[src/rtl/spi_flash_reader_if.sv]
// Command / read-data handshake between a user controller (master) and
// spi_flash_reader (slave).
interface spi_flash_reader_if;
  logic        cmd_strobe;
  logic [23:0] cmd_addr;
  logic [15:0] cmd_len;
  logic        cmd_abort;
  logic [7:0]  rd_data;
  logic        rd_strobe;
  logic        rd_ready;
  logic        busy;
  logic        done;

  modport master (
    output cmd_strobe, cmd_addr, cmd_len, cmd_abort, rd_ready,
    input  rd_data, rd_strobe, busy, done
  );

  modport slave (
    input  cmd_strobe, cmd_addr, cmd_len, cmd_abort, rd_ready,
    output rd_data, rd_strobe, busy, done
  );
endinterface

[src/rtl/spi_flash_reader.sv]
// SPI mode-0 initiator issuing READ (0x03) to a NOR flash and streaming the
// returned bytes out over a strobed, backpressured byte interface.
module spi_flash_reader #(
  parameter int unsigned DIVISOR = 4
) (
  input  logic              clk,
  input  logic              reset,
  spi_flash_reader_if.slave bus,
  output logic              spi_cs,
  output logic              spi_clk,
  output logic              spi_mosi,
  input  logic              spi_miso
);

  typedef enum logic [2:0] {
    ST_IDLE  = 3'd0,
    ST_SETUP = 3'd1,
    ST_CMD   = 3'd2,
    ST_DATA  = 3'd3,
    ST_WAIT  = 3'd4,
    ST_HOLD  = 3'd5,
    ST_DESEL = 3'd6
  } state_t;

  localparam logic [7:0] PHASE_LAST = 8'(DIVISOR - 1);
  localparam logic [7:0] CMD_READ   = 8'h03;

  state_t      state_r;
  logic [7:0]  phase_r;
  logic [4:0]  bit_r;
  logic [31:0] shift_r;
  logic [7:0]  rx_r;
  logic [15:0] remain_r;
  logic        cs_r;
  logic        sck_r;
  logic        mosi_r;
  logic        busy_r;
  logic        done_r;
  logic        strobe_r;
  logic [7:0]  rd_data_r;

  logic        phase_end_s;
  logic        abortable_s;
  logic        abort_s;
  logic        start_s;
  logic [7:0]  rx_next_s;

  // Decode end-of-phase, abort eligibility and start request.
  always_comb begin
    phase_end_s = (phase_r == 8'd0);
    rx_next_s   = {rx_r[6:0], spi_miso};
    start_s     = bus.cmd_strobe && (bus.cmd_len != 16'd0);
    case (state_r)
      ST_SETUP, ST_CMD, ST_DATA, ST_WAIT: abortable_s = 1'b1;
      default:                            abortable_s = 1'b0;
    endcase
    abort_s = abortable_s && bus.cmd_abort;
  end

  // Transaction sequencer; every pin and handshake output is a register.
  always_ff @(posedge clk or negedge reset) begin
    if (!reset) begin
      state_r   <= ST_IDLE;
      phase_r   <= 8'd0;
      bit_r     <= 5'd0;
      shift_r   <= 32'd0;
      rx_r      <= 8'd0;
      remain_r  <= 16'd0;
      cs_r      <= 1'b1;
      sck_r     <= 1'b0;
      mosi_r    <= 1'b0;
      busy_r    <= 1'b0;
      done_r    <= 1'b0;
      strobe_r  <= 1'b0;
      rd_data_r <= 8'd0;
    end else begin
      done_r   <= 1'b0;
      strobe_r <= 1'b0;
      if (abort_s) begin
        // A partially shifted byte is simply dropped here.
        state_r <= ST_HOLD;
        phase_r <= PHASE_LAST;
        bit_r   <= 5'd0;
        sck_r   <= 1'b0;
        mosi_r  <= 1'b0;
      end else begin
        case (state_r)
          ST_IDLE: begin
            if (start_s) begin
              state_r  <= ST_SETUP;
              phase_r  <= PHASE_LAST;
              bit_r    <= 5'd0;
              shift_r  <= {CMD_READ, bus.cmd_addr};
              remain_r <= bus.cmd_len;
              cs_r     <= 1'b0;
              busy_r   <= 1'b1;
            end
          end
          ST_SETUP: begin
            if (phase_end_s) begin
              state_r <= ST_CMD;
              phase_r <= PHASE_LAST;
              mosi_r  <= shift_r[31];
            end else begin
              phase_r <= phase_r - 8'd1;
            end
          end
          ST_CMD: begin
            if (!phase_end_s) begin
              phase_r <= phase_r - 8'd1;
            end else if (!sck_r) begin
              phase_r <= PHASE_LAST;
              sck_r   <= 1'b1;
            end else if (bit_r == 5'd31) begin
              phase_r <= PHASE_LAST;
              sck_r   <= 1'b0;
              bit_r   <= 5'd0;
              mosi_r  <= 1'b0;
              rx_r    <= 8'd0;
              state_r <= bus.rd_ready ? ST_DATA : ST_WAIT;
            end else begin
              phase_r <= PHASE_LAST;
              sck_r   <= 1'b0;
              bit_r   <= bit_r + 5'd1;
              shift_r <= {shift_r[30:0], 1'b0};
              mosi_r  <= shift_r[30];
            end
          end
          ST_DATA: begin
            if (!phase_end_s) begin
              phase_r <= phase_r - 8'd1;
            end else if (!sck_r) begin
              phase_r <= PHASE_LAST;
              sck_r   <= 1'b1;
            end else begin
              // Last cycle of the high phase: sample MISO as SCK falls.
              phase_r <= PHASE_LAST;
              sck_r   <= 1'b0;
              rx_r    <= rx_next_s;
              if (bit_r == 5'd7) begin
                bit_r     <= 5'd0;
                strobe_r  <= 1'b1;
                rd_data_r <= rx_next_s;
                if (remain_r != 16'd0) begin
                  remain_r <= remain_r - 16'd1;
                end
                if (remain_r <= 16'd1) begin
                  state_r <= ST_HOLD;
                end else begin
                  state_r <= bus.rd_ready ? ST_DATA : ST_WAIT;
                end
              end else begin
                bit_r <= bit_r + 5'd1;
              end
            end
          end
          ST_WAIT: begin
            if (bus.rd_ready) begin
              state_r <= ST_DATA;
              phase_r <= PHASE_LAST;
            end
          end
          ST_HOLD: begin
            if (phase_end_s) begin
              state_r <= ST_DESEL;
              phase_r <= PHASE_LAST;
              bit_r   <= 5'd0;
              cs_r    <= 1'b1;
            end else begin
              phase_r <= phase_r - 8'd1;
            end
          end
          ST_DESEL: begin
            // Deselect spans two phase periods; bit_r[0] marks the second.
            if (!phase_end_s) begin
              phase_r <= phase_r - 8'd1;
            end else if (bit_r[0]) begin
              state_r <= ST_IDLE;
              bit_r   <= 5'd0;
              busy_r  <= 1'b0;
              done_r  <= 1'b1;
            end else begin
              phase_r <= PHASE_LAST;
              bit_r   <= 5'd1;
            end
          end
          default: begin
            state_r <= ST_IDLE;
            cs_r    <= 1'b1;
            sck_r   <= 1'b0;
            mosi_r  <= 1'b0;
            busy_r  <= 1'b0;
          end
        endcase
      end
    end
  end

  assign spi_cs        = cs_r;
  assign spi_clk       = sck_r;
  assign spi_mosi      = mosi_r;
  assign bus.busy      = busy_r;
  assign bus.done      = done_r;
  assign bus.rd_strobe = strobe_r;
  assign bus.rd_data   = rd_data_r;

endmodule
[src/flat_wrapper.sv]
// flat-port wrapper written by rule: the top's interface ports become plain ports
module spi_flash_reader_flat 
#(
  parameter int unsigned DIVISOR = 4
)
  (clk, reset, spi_cs, spi_clk, spi_mosi, spi_miso, bus_cmd_strobe, bus_cmd_addr, bus_cmd_len, bus_cmd_abort, bus_rd_ready, bus_rd_data, bus_rd_strobe, bus_busy, bus_done);
  spi_flash_reader_if bus_i ();
  input  logic clk;
  input  logic reset;
  output logic spi_cs;
  output logic spi_clk;
  output logic spi_mosi;
  input  logic spi_miso;
  input wire logic [$bits(bus_i.cmd_strobe)-1:0] bus_cmd_strobe;
  input wire logic [$bits(bus_i.cmd_addr)-1:0] bus_cmd_addr;
  input wire logic [$bits(bus_i.cmd_len)-1:0] bus_cmd_len;
  input wire logic [$bits(bus_i.cmd_abort)-1:0] bus_cmd_abort;
  input wire logic [$bits(bus_i.rd_ready)-1:0] bus_rd_ready;
  output wire logic [$bits(bus_i.rd_data)-1:0] bus_rd_data;
  output wire logic [$bits(bus_i.rd_strobe)-1:0] bus_rd_strobe;
  output wire logic [$bits(bus_i.busy)-1:0] bus_busy;
  output wire logic [$bits(bus_i.done)-1:0] bus_done;
  assign bus_i.cmd_strobe = bus_cmd_strobe;
  assign bus_i.cmd_addr = bus_cmd_addr;
  assign bus_i.cmd_len = bus_cmd_len;
  assign bus_i.cmd_abort = bus_cmd_abort;
  assign bus_i.rd_ready = bus_rd_ready;
  assign bus_rd_data = bus_i.rd_data;
  assign bus_rd_strobe = bus_i.rd_strobe;
  assign bus_busy = bus_i.busy;
  assign bus_done = bus_i.done;
  spi_flash_reader #(.DIVISOR(DIVISOR)) u_core (.clk(clk), .reset(reset), .bus(bus_i), .spi_cs(spi_cs), .spi_clk(spi_clk), .spi_mosi(spi_mosi), .spi_miso(spi_miso));
endmodule
[config.mk]
export PLATFORM = sky130hd
export DESIGN_NAME = spi_flash_reader_flat
export DESIGN_NICKNAME = d
export VERILOG_FILES = /design/src/rtl/spi_flash_reader_if.sv /design/src/rtl/spi_flash_reader.sv /design/src/flat_wrapper.sv
export SDC_FILE = /design/constraint.sdc
export NUM_CORES = 1
export LEC_CHECK = 0
export ABC_AREA = 1
export CAP_MARGIN = 20
export CORE_MARGIN = 4
export CORE_UTILIZATION = 34
export CTS_BUF_LIST = sky130_fd_sc_hd__clkbuf_4 sky130_fd_sc_hd__clkbuf_8 sky130_fd_sc_hd__clkbuf_16
export CTS_CLUSTER_DIAMETER = 100
export CTS_CLUSTER_SIZE = 24
export DETAILED_ROUTE_END_ITERATION = 7
export PLACE_DENSITY = 0.63
export SLEW_MARGIN = 20
export SYNTH_ARGS = -nofsm -noshare
export SYNTH_HDL_FRONTEND = slang
export SYNTH_SLANG_ARGS = --single-unit
[constraint.sdc]
create_clock -name clk -period 3.6 [get_ports clk]
set_input_delay 0.36 -clock clk [delete_from_list [all_inputs] [get_ports clk]]
set_output_delay 0.36 -clock clk [all_outputs]
set_load 0.02 [all_outputs]
==> results.py, run 1 <==
metrics = {
    "logic_synthesis": {
        "synth_seq_cells": 85,
        "ys_types": 42,
        "mappedNetlistNets": 655,
        "syn-instance-count": 602,
        "netlist.area_leader.share_pct": 42.2,
        "ys_seq_area_share_pct": 42.7,
        "synth_warnings": 0,
        "syn-cell-area_um2": 4980,
        "synth.largest_area_cell": "dfrtp_1",
        "yosys-top-cells-area": "dfrtp_1, nand2_1, o21ai_2",
        "avgSynthCellArea_um2": 8.27,
    },
    "worst_setup_path": {
        "crit_fanout": 64,
        "critPathArrivalTime_ps": 2850,
        "end_kind": "register",
        "cp_slowest_stage_delay_ps": 680,
        "cp.required_ps": 3810,
        "crit_chain": "ha_1 -> nand2_1 -> nor2_1 -> ha_1 -> a211oi_1 -> nand3_4 -> nand2_1 -> o21ai_2",
        "cpMaxStageDelayCell": "nand3_4",
        "crit_family": "simple AND/OR/NAND/NOR gates",
        "start_kind": "register",
        "criticalPathCategory": "reg -> reg",
        "path_buf_inv": 0,
    },
    "die": {
        "initial_utilization_pct": 35.3,
        "rows": 43,
        "die_area_um2": 16600,
        "die_y_um": 129,
        "coreArea_um2": 14100,
        "ios": 60,
        "die_w_um": 129,
    },
    "run": {
        "drv_cap": 0,
    },
    "timing": {
        "rsz0062_at_grt": "no",
        "fin_crit_sh_pct": 73.2,
        "maxSlewViolCount": 0,
        "setup-violations-final": 0,
        "holdWs_ps": 84.6,
        "setup_tns_ps": 0,
        "period_needed_ps": 2640,
        "worstMarginPinSlew_ps": 839,
        "max_freq_ghz": 0.379,
        "worst_slew_margin_rel_pct": 44.1,
        "hold_viol_final": 0,
        "finClkSkew_ps": 8.15,
    },
    "cells_and_area": {
        "nets": 710,
        "area_growth_pct": 21.0,
        "stdcell_count": 842,
        "drive_gt1_share_pct": 12.7,
        "fin_area_um2": 6020,
        "antenna_cells": 0,
    },
    "placed_design": {
        "dp_cells": 826,
        "hpwl_mm": 7.99,
        "gp_congestion": 0.904,
        "dpl-instance-area_um2": 5670,
        "port_buffers": 59,
    },
    "routing": {
        "vias": 4137,
        "firstDrtPassIters": 5,
        "drt_iter0_drc": 243,
        "avgViaCountPerCell": 4.91,
        "routed_wl_mm": 11.3,
        "wl_per_cell_um": 13.4,
        "ant_nets": 0,
        "drc": 0,
    },
    "clock_tree": {
        "insertion_delay_ps": 350,
        "cts-root-buf": "clkbuf_16",
        "cts_tree": "done",
        "clk_pin_slew_ps": 70,
        "post_cts_buffers": 0,
        "cts.sinks": 85,
        "h-tree-depth": 3,
        "holdBufCountCts": 0,
        "clock_path_buffers": 2,
        "numCtsBuffers": 9,
        "cts_resized": 0,
    },
    "global_routing": {
        "grt_max_degree": 65,
        "grt_first_pass_wirelength_mm": 19.3,
        "grt_overflow_total": 0,
        "grt_pass1_vias": 4081,
        "grt.total_usage_pct": 14.4,
        "antenna_found_initial": 0,
    },
    "run_status": {
        "status": "finished clean",
    },
    "power": {
        "p_per_area_nw_per_um2": 796,
        "ir_worst_vdd_uv": 403,
        "p_leak_nw": 2.95,
    },
    "min_path": {
        "hold_path_class": "in -> async",
    },
}
## cell families after synthesis
group / synth area share [%]
multiplexers: 5.83
XOR/XNOR: 2.81
flip-flops: 42.7
buffers and inverters: 6.28
adder cells (fa/ha/maj): 1.76
AO/OA/AOI/OAI: 13.4
AND/OR/NAND/NOR: 27.2
## where the power goes
part           internal [mW]  switching, mW
sequential              1.27          0.272
combinational          0.795           1.36
clock                  0.703          0.396
total                   2.77           2.03
## flip-flops by register name, indices dropped and copies added (netlist names)
signal / count
u_core.shift_r: 32
u_core.remain_r: 16
u_core.bus.rd_data: 8
u_core.phase_r: 8
u_core.rx_r: 7
u_core.bit_r: 5
u_core.state_r: 3
u_core.bus.busy: 1
u_core.bus.done: 1
u_core.bus.rd_strobe: 1
u_core.spi_clk: 1
u_core.spi_cs: 1
u_core.spi_mosi: 1
## per-layer routing
metal  vias up  global-route usage (%)  wire length, um
li1       2084                       -                -
met1      1937                    19.2             5330
met2        94                    22.1             5120
met3        22                    3.86              607
met4         0                    5.93              252
met5         -                       0                0
## cells in the final DEF (no fill, tap or decap), types with 6 or more instances in the layout
cell,instances
nand2_1,189
dfrtp_1,84
clkdlybuf4s50_1,58
nor2_1,56
o21ai_2,37
inv_1,37
mux2i_1,29
nand3_1,28
o21ai_0,20
nand4_1,11
o21ai_1,11
xor2_1,9
a21oi_1,9
clkbuf_16,9
xnor2_1,7
ha_1,7
nor2_4,6
## area by class of cell
class | count | area (um^2)
Timing Repair Buffer | 63 | 618
Fill cell | 1416 | 8070
Sequential cell | 85 | 2130
Multi-Input combinational cell | 457 | 2540
Inverter | 41 | 156
Clock buffer | 10 | 239
Clock inverter | 6 | 116
Tap cell | 180 | 225
## synth_stat cells, drive strengths merged
library cell	count
nand2	195
dfrtp	84
o21ai	68
nor2	65
inv	41
nand3	31
mux2i	29
buf	18
nand4	11
a21oi	10
xor2	9
ha	7
xnor2	7
o22ai	5
nor3	4
a211oi	2
a21boi	2
a31oi	2
nand3b	2
o21bai	2
a21o	1
a22oi	1
and2	1
clkbuf	1
dfstp	1
o2111ai	1
o21a	1
or2	1
## metrics by stage
stage	setup WS (ps)	power [mW]	util, %
final	963	4.80	42.7
after global placement	963	3.64	40.2
after detailed placement	931	3.71	40.2
after global routing	719	5.21	42.7
after floorplan	1700	3.34	-
after CTS	955	4.83	42.7
## worst register-to-register path, cell delays in order, from the launching register on
cell and delay (ps):
dfrtp_1 440, ha_1 240, nand2_1 80, nor2_1 50, ha_1 230, a211oi_1 410, nand3_4 680, nand2_1 310
o21ai_2 70
## final timing paths
kind	cells after the start	to	startpoint	slack, ps
max in group asynchronous	2	u_core.spi_clk$_DFFE_PN0P_	reset	2660
hold reg to reg	2	u_core.bus.rd_data[4]$_DFFE_PN0P_	u_core.bus.rd_data[4]$_DFFE_PN0P_	480
hold / removal	1	u_core.phase_r[3]$_DFFE_PN0P_	reset	80
min in group clk	2	u_core.bus.rd_data[4]$_DFFE_PN0P_	u_core.bus.rd_data[4]$_DFFE_PN0P_	480
setup reg to reg	8	u_core.shift_r[13]$_DFFE_PN0P_	u_core.bit_r[0]$_DFFE_PN0P_	960
setup / recovery	8	u_core.shift_r[13]$_DFFE_PN0P_	u_core.bit_r[0]$_DFFE_PN0P_	960
No activity file was read; power rests on OpenSTA's default activity.
==> run 2: changes to the inputs <==
- PLACE_DENSITY: 0.63 -> 0.65
- clock period: 3.6 -> 2.2 ns (I/O delays scaled with it)
==> run 2 against run 1 <==
Register-to-register slack lost 780 ps. Critical path depth increased by 3. Utilization grew 1.4 points. Largest cell class unchanged. Largest power group unchanged.
==> results.py, run 2 (same netlist as run 1, synthesis figures left out) <==
metrics = {
    "run_status": {
        "status": "finished clean",
    },
    "power": {
        "ir_worst_vdd_uv": 731,
        "p_leak_nw": 3.03,
        "p_total_mw": 8.17,
        "p_per_area_nw_per_um2": 1310,
    },
    "routing": {
        "met2_length_mm": 5.51,
        "drt_iter0_drc": 201,
        "wl_per_cell_um": 13.6,
        "routed_wl_mm": 11.7,
        "ant_nets": 0,
        "vias": 4183,
        "top_layer": "met4",
        "drc": 0,
        "avgViaCountPerCell": 4.88,
        "firstDrtPassIters": 5,
        "met1_length_mm": 5.44,
        "dr_wl_met3_um": 489,
    },
    "run": {
        "drv_cap": 0,
    },
    "cells_and_area": {
        "top_regs": "u_core.shift_r: 32 flops, u_core.remain_r: 16 flops",
        "layout_commonest_cell": "nand2_1",
        "antenna_cells": 0,
        "area_growth_pct": 24.9,
        "nets": 726,
        "drive_gt1_share_pct": 15.3,
        "final_cell_mix": "nand2_1, dfrtp_1, clkdlybuf4s50_1, nor2_1, o21ai_2",
        "top_register": "u_core.shift_r",
        "stdcell_count": 858,
        "largest_register_ffs": 32,
    },
    "clock_tree": {
        "post_cts_buffers": 0,
        "cts.sinks": 85,
        "cts_tree": "done",
        "h-tree-depth": 3,
        "insertion_delay_ps": 350,
        "clk_pin_slew_ps": 70,
        "numCtsBuffers": 9,
        "clock_path_buffers": 2,
        "cts-root-buf": "clkbuf_16",
    },
    "timing": {
        "maxSlewViolCount": 0,
        "rsz0062_at_grt": "no",
        "setup_tns_ps": 0,
        "period_needed_ps": 2020,
        "worstMarginPinSlew_ps": 486,
        "holdWs_ps": 358,
        "setup-violations-final": 0,
        "worst_slew_margin_rel_pct": 67.5,
        "max_freq_ghz": 0.496,
        "hold_viol_final": 0,
        "fin_crit_sh_pct": 91.7,
        "finClkSkew_ps": 9.12,
    },
    "worst_setup_path": {
        "regToRegSetupSlack_ps": 180,
        "end_kind": "register",
        "start_kind": "register",
        "cp_slowest_stage_delay_ps": 380,
        "crit_family": "simple AND/OR/NAND/NOR gates",
        "criticalPathCategory": "reg -> reg",
        "cp.required_ps": 2460,
        "critPathArrivalTime_ps": 2280,
        "crit_fanout": 11,
        "path_buf_inv": 3,
        "cpMaxStageDelayCell": "dfrtp_1",
        "crit_chain": "inv_1 -> ha_1 -> nand3_1 -> nor2_4 -> nand2_2 -> inv_2 -> nand3_2 -> nand2_1 -> nand3_4 -> buf_4 -> o21ai_0",
    },
    "global_routing": {
        "grt_first_pass_wirelength_mm": 19.8,
        "grt.total_usage_pct": 14.9,
        "grt_max_degree": 53,
        "antenna_found_initial": 0,
        "grt_overflow_total": 0,
        "grt_pass1_vias": 4111,
    },
    "die": {
        "die_area_um2": 16600,
        "die_w_um": 129,
        "rows": 43,
        "die_y_um": 129,
        "initial_utilization_pct": 35.3,
        "coreArea_um2": 14100,
        "ios": 60,
    },
    "placed_design": {
        "gp_congestion": 0.919,
        "port_buffers": 59,
        "dp_cells": 841,
        "hpwl_mm": 8.81,
    },
    "min_path": {
        "hold_path_class": "in -> async",
    },
}
[run 2: final timing paths]
check | startpoint | end | cells after the start
worst max-delay path | u_core.phase_r[0]$_DFFE_PN0P_ | u_core.remain_r[10]$_DFFE_PN0P_ | 11
worst min-delay path | reset | u_core.phase_r[5]$_DFFE_PN0P_ | 2
worst max register to register | u_core.phase_r[0]$_DFFE_PN0P_ | u_core.remain_r[10]$_DFFE_PN0P_ | 11
worst min register to register | u_core.rx_r[6]$_DFFE_PN0P_ | u_core.bus.rd_data[7]$_DFFE_PN0P_ | 2
max in group asynchronous | reset | u_core.remain_r[0]$_DFFE_PN0P_ | 3
min in group clk | spi_miso | u_core.bus.rd_data[0]$_DFFE_PN0P_ | 3
[run 2: final cells by class]
cell class	count	area [um^2]
clock buffer	10	239
multi-input combinational	457	2560
timing repair buffer	79	786
tap	180	225
inverter	41	160
clock inverter	6	118
sequential	85	2130
fill	1413	7880
[run 2: report_power, final]
| group | internal [mW] | leakage [nW] | switching [mW] |
|---|---|---|---|
| Clock | 1.15 | 0.171 | 0.650 |
| Sequential | 2.08 | 1.10 | 0.427 |
| Combinational | 1.51 | 1.76 | 2.36 |
| Total | 4.74 | 3.03 | 3.43 |
[run 2: timing repair]
action | CTS | global route
hold buffers | 1 | 0
endpoints found under the setup margin | 0 | 23
hold endpoints to repair | 32 | 0
resized for setup | 0 | 8
[run 2: routing by layer]
metal  up-vias  GRT usage, %
met5         -             0
met4         0          6.24
met3        17          3.07
met2       102          23.5
met1      1944          19.9
li1       2120             -
[run 2: through the flow]
step / util (%) / area (um^2) / setup WS, ps
after floorplan: - / 4980 / 303
after global placement: 41.3 / 5820 / 86.1
after detailed placement: 41.3 / 5820 / 52.1
after CTS: 43.9 / 6180 / 36.6
after global routing: 44.1 / 6220 / 14.7
final: 44.1 / 6220 / 183
==> run 3: changes to the inputs <==
- MAX_ROUTING_LAYER: unset -> met4
==> run 3 against run 2 <==
Critical path depth decreased by 1. Clock power about the same. Critical endpoint is now u_core.shift_r[16]$_DFFE_PN0P_. Combinational power fell by 2%. Count of clock-buffer cells in the layout grew 2. Via count rose by 0.22%. Flip-flop and latch count unchanged. Final cell count rose by 0.12%. Worst setup slack worse by 30 ps. Largest power group unchanged. Cell area shrank 0.54%. Clock skew is 1.4 ps lower. Sequential power is essentially flat.
==> results.py, run 3 (same netlist as run 1, synthesis figures left out) <==
metrics = {
    "cells_and_area": {
        "drive_gt1_share_pct": 14.9,
        "top_regs": "u_core.shift_r: 32 flops, u_core.remain_r: 16 flops",
        "area_growth_pct": 24.2,
        "post-route-util_pct": 43.9,
        "layout_commonest_cell": "nand2_1",
        "antenna_cells": 0,
        "largest_register_ffs": 32,
        "nFillCells": 1428,
        "nets": 727,
        "multi_input_area_um2": 2550,
        "regArea_um2": 2130,
        "fin_area_um2": 6180,
        "top_register": "u_core.shift_r",
        "final_cell_mix": "nand2_1, dfrtp_1, clkdlybuf4s50_1, nor2_1, o21ai_2",
    },
    "die": {
        "coreArea_um2": 14100,
        "initial_utilization_pct": 35.3,
        "die_area_um2": 16600,
        "die_y_um": 129,
        "die_w_um": 129,
        "ios": 60,
        "rows": 43,
    },
    "worst_setup_path": {
        "crit_top_cell": "nor2_4",
        "timing.rr.start": "u_core.state_r[2]$_DFFE_PN0P_",
        "crit_family": "simple AND/OR/NAND/NOR gates",
        "rr_worst_depth": 10,
        "path_buf_inv": 1,
        "crit_chain": "nor2_4 -> nand2_2 -> nand2_2 -> nor2_4 -> nor2_4 -> a21oi_4 -> nand3_4 -> buf_12 -> nand2_1 -> o21ai_2",
        "r2r-end": "u_core.shift_r[16]$_DFFE_PN0P_",
        "regToRegSetupSlack_ps": 150,
        "start_kind": "register",
        "crit_fanout": 52,
        "cp.required_ps": 2480,
        "critPathArrivalTime_ps": 2320,
        "cpMaxStageDelayCell": "dfrtp_1",
        "criticalPathCategory": "reg -> reg",
        "cp_slowest_stage_delay_ps": 510,
        "end_kind": "register",
    },
    "power": {
        "p_per_area_nw_per_um2": 1300,
        "ir_worst_vdd_uv": 634,
        "p_leak_nw": 3.04,
    },
    "min_path": {
        "hold_path_class": "in -> async",
    },
    "timing": {
        "fin_crit_sh_pct": 93.0,
        "maxSlewViolCount": 0,
        "setup_tns_ps": 0,
        "worstMarginPinSlew_ps": 474,
        "holdWs_ps": 368,
        "worst_slew_margin_rel_pct": 68.4,
        "hold_viol_final": 0,
        "setup-violations-final": 0,
        "finClkSkew_ps": 7.75,
        "max_freq_ghz": 0.489,
        "period_needed_ps": 2050,
        "layout_setup_ws_ps": 153,
        "rsz0062_at_grt": "no",
    },
    "routing": {
        "routed_wl_mm": 11.6,
        "avgViaCountPerCell": 4.88,
        "ant_nets": 0,
        "firstDrtPassIters": 4,
        "drc": 0,
        "vias": 4192,
        "wl_per_cell_um": 13.5,
        "drt_iter0_drc": 216,
    },
    "clock_tree": {
        "clock_path_buffers": 2,
        "cts_tree": "done",
        "cts-root-buf": "clkbuf_16",
        "numCtsBuffers": 9,
        "clk_pin_slew_ps": 60,
        "cts.sinks": 85,
        "insertion_delay_ps": 350,
        "h-tree-depth": 3,
    },
    "global_routing": {
        "grt_max_degree": 53,
        "antenna_found_initial": 0,
        "grt_first_pass_wirelength_mm": 19.8,
        "grt_pass1_vias": 4142,
        "grt.total_usage_pct": 15.3,
        "grt_overflow_total": 0,
    },
    "placed_design": {
        "hpwl_mm": 8.76,
        "post-place-ws_ps": 117,
        "dpl-instance-area_um2": 5810,
        "gp_congestion": 0.933,
        "port_buffers": 59,
    },
    "run": {
        "drv_cap": 0,
    },
    "run_status": {
        "status": "finished clean",
    },
}
[run 3: cell types whose count changed in the layout (fill, tap and decap cells not counted), sizes merged]
cell      previous run  this run
clkbuf              10        12
clkinvlp             2         0
buf                 20        21
clkinv               0         1
inv                 42        41
[run 3: routing by layer]
| layer | share of wire [%] | vias to the layer above | track usage (%) |
|---|---|---|---|
| met5 | 0 | - | - |
| met3 | 5.3 | 15 | 4.36 |
| met1 | 45 | 1967 | 19.0 |
| li1 | - | 2120 | - |
| met2 | 48 | 90 | 24.5 |
| met4 | 1.5 | 0 | 4.20 |
[run 3: cell type report]
cell class              instances  share of cell area [%]
well taps                     180                    3.64
multi-input cells             457                    41.3
inverters                      41                    2.53
clock inverters                 4                    1.54
clock buffers                  12                    4.11
repair buffers                 80                    12.5
flip-flops and latches         85                    34.4
[run 3: power by group]
group | switching (mW) | total (mW) | internal [mW]
Clock | 0.604 | 1.77 | 1.16
Combinational | 2.31 | 3.78 | 1.47
Sequential | 0.416 | 2.49 | 2.08
[run 3: worst max-delay path by stage]
stage	slack (ps)	start	to	cells after the start
after floorplan	300	u_core.bit_r[0]$_DFFE_PN0P_	u_core.shift_r[14]$_DFFE_PN0P_	9
after global placement	130	u_core.state_r[0]$_DFFE_PN0P_	u_core.rx_r[3]$_DFFE_PN0P_	8
after detailed placement	120	u_core.state_r[0]$_DFFE_PN0P_	u_core.rx_r[0]$_DFFE_PN0P_	8
after CTS	100	u_core.state_r[0]$_DFFE_PN0P_	u_core.rx_r[0]$_DFFE_PN0P_	8
after global routing	5	u_core.phase_r[0]$_DFFE_PN0P_	u_core.remain_r[10]$_DFFE_PN0P_	11
final	150	u_core.state_r[2]$_DFFE_PN0P_	u_core.shift_r[16]$_DFFE_PN0P_	10
[run 3: per-stage QoR]
step                      cells  total power, mW
after CTS                   859             8.12
after global routing        859             8.72
after global placement      842             6.22
after floorplan             602             5.47
final                       859             8.03
after detailed placement    842             6.31
[run 3: repair_timing]
item                                    CTS  global route
hold endpoints to repair                 32             0
resized for setup                         0             2
hold buffers                              1             0
setup buffers                             0             0
endpoints found under the setup margin    0            13
[run 3: worst reg2reg max path: stages, from the launching register on]
cell and delay [ps]:
dfrtp_1 510, nor2_4 260, nand2_2 160, nand2_2 160
nor2_4 60, nor2_4 220, a21oi_4 60, nand3_4 80
buf_12 260, nand2_1 140, o21ai_2 70
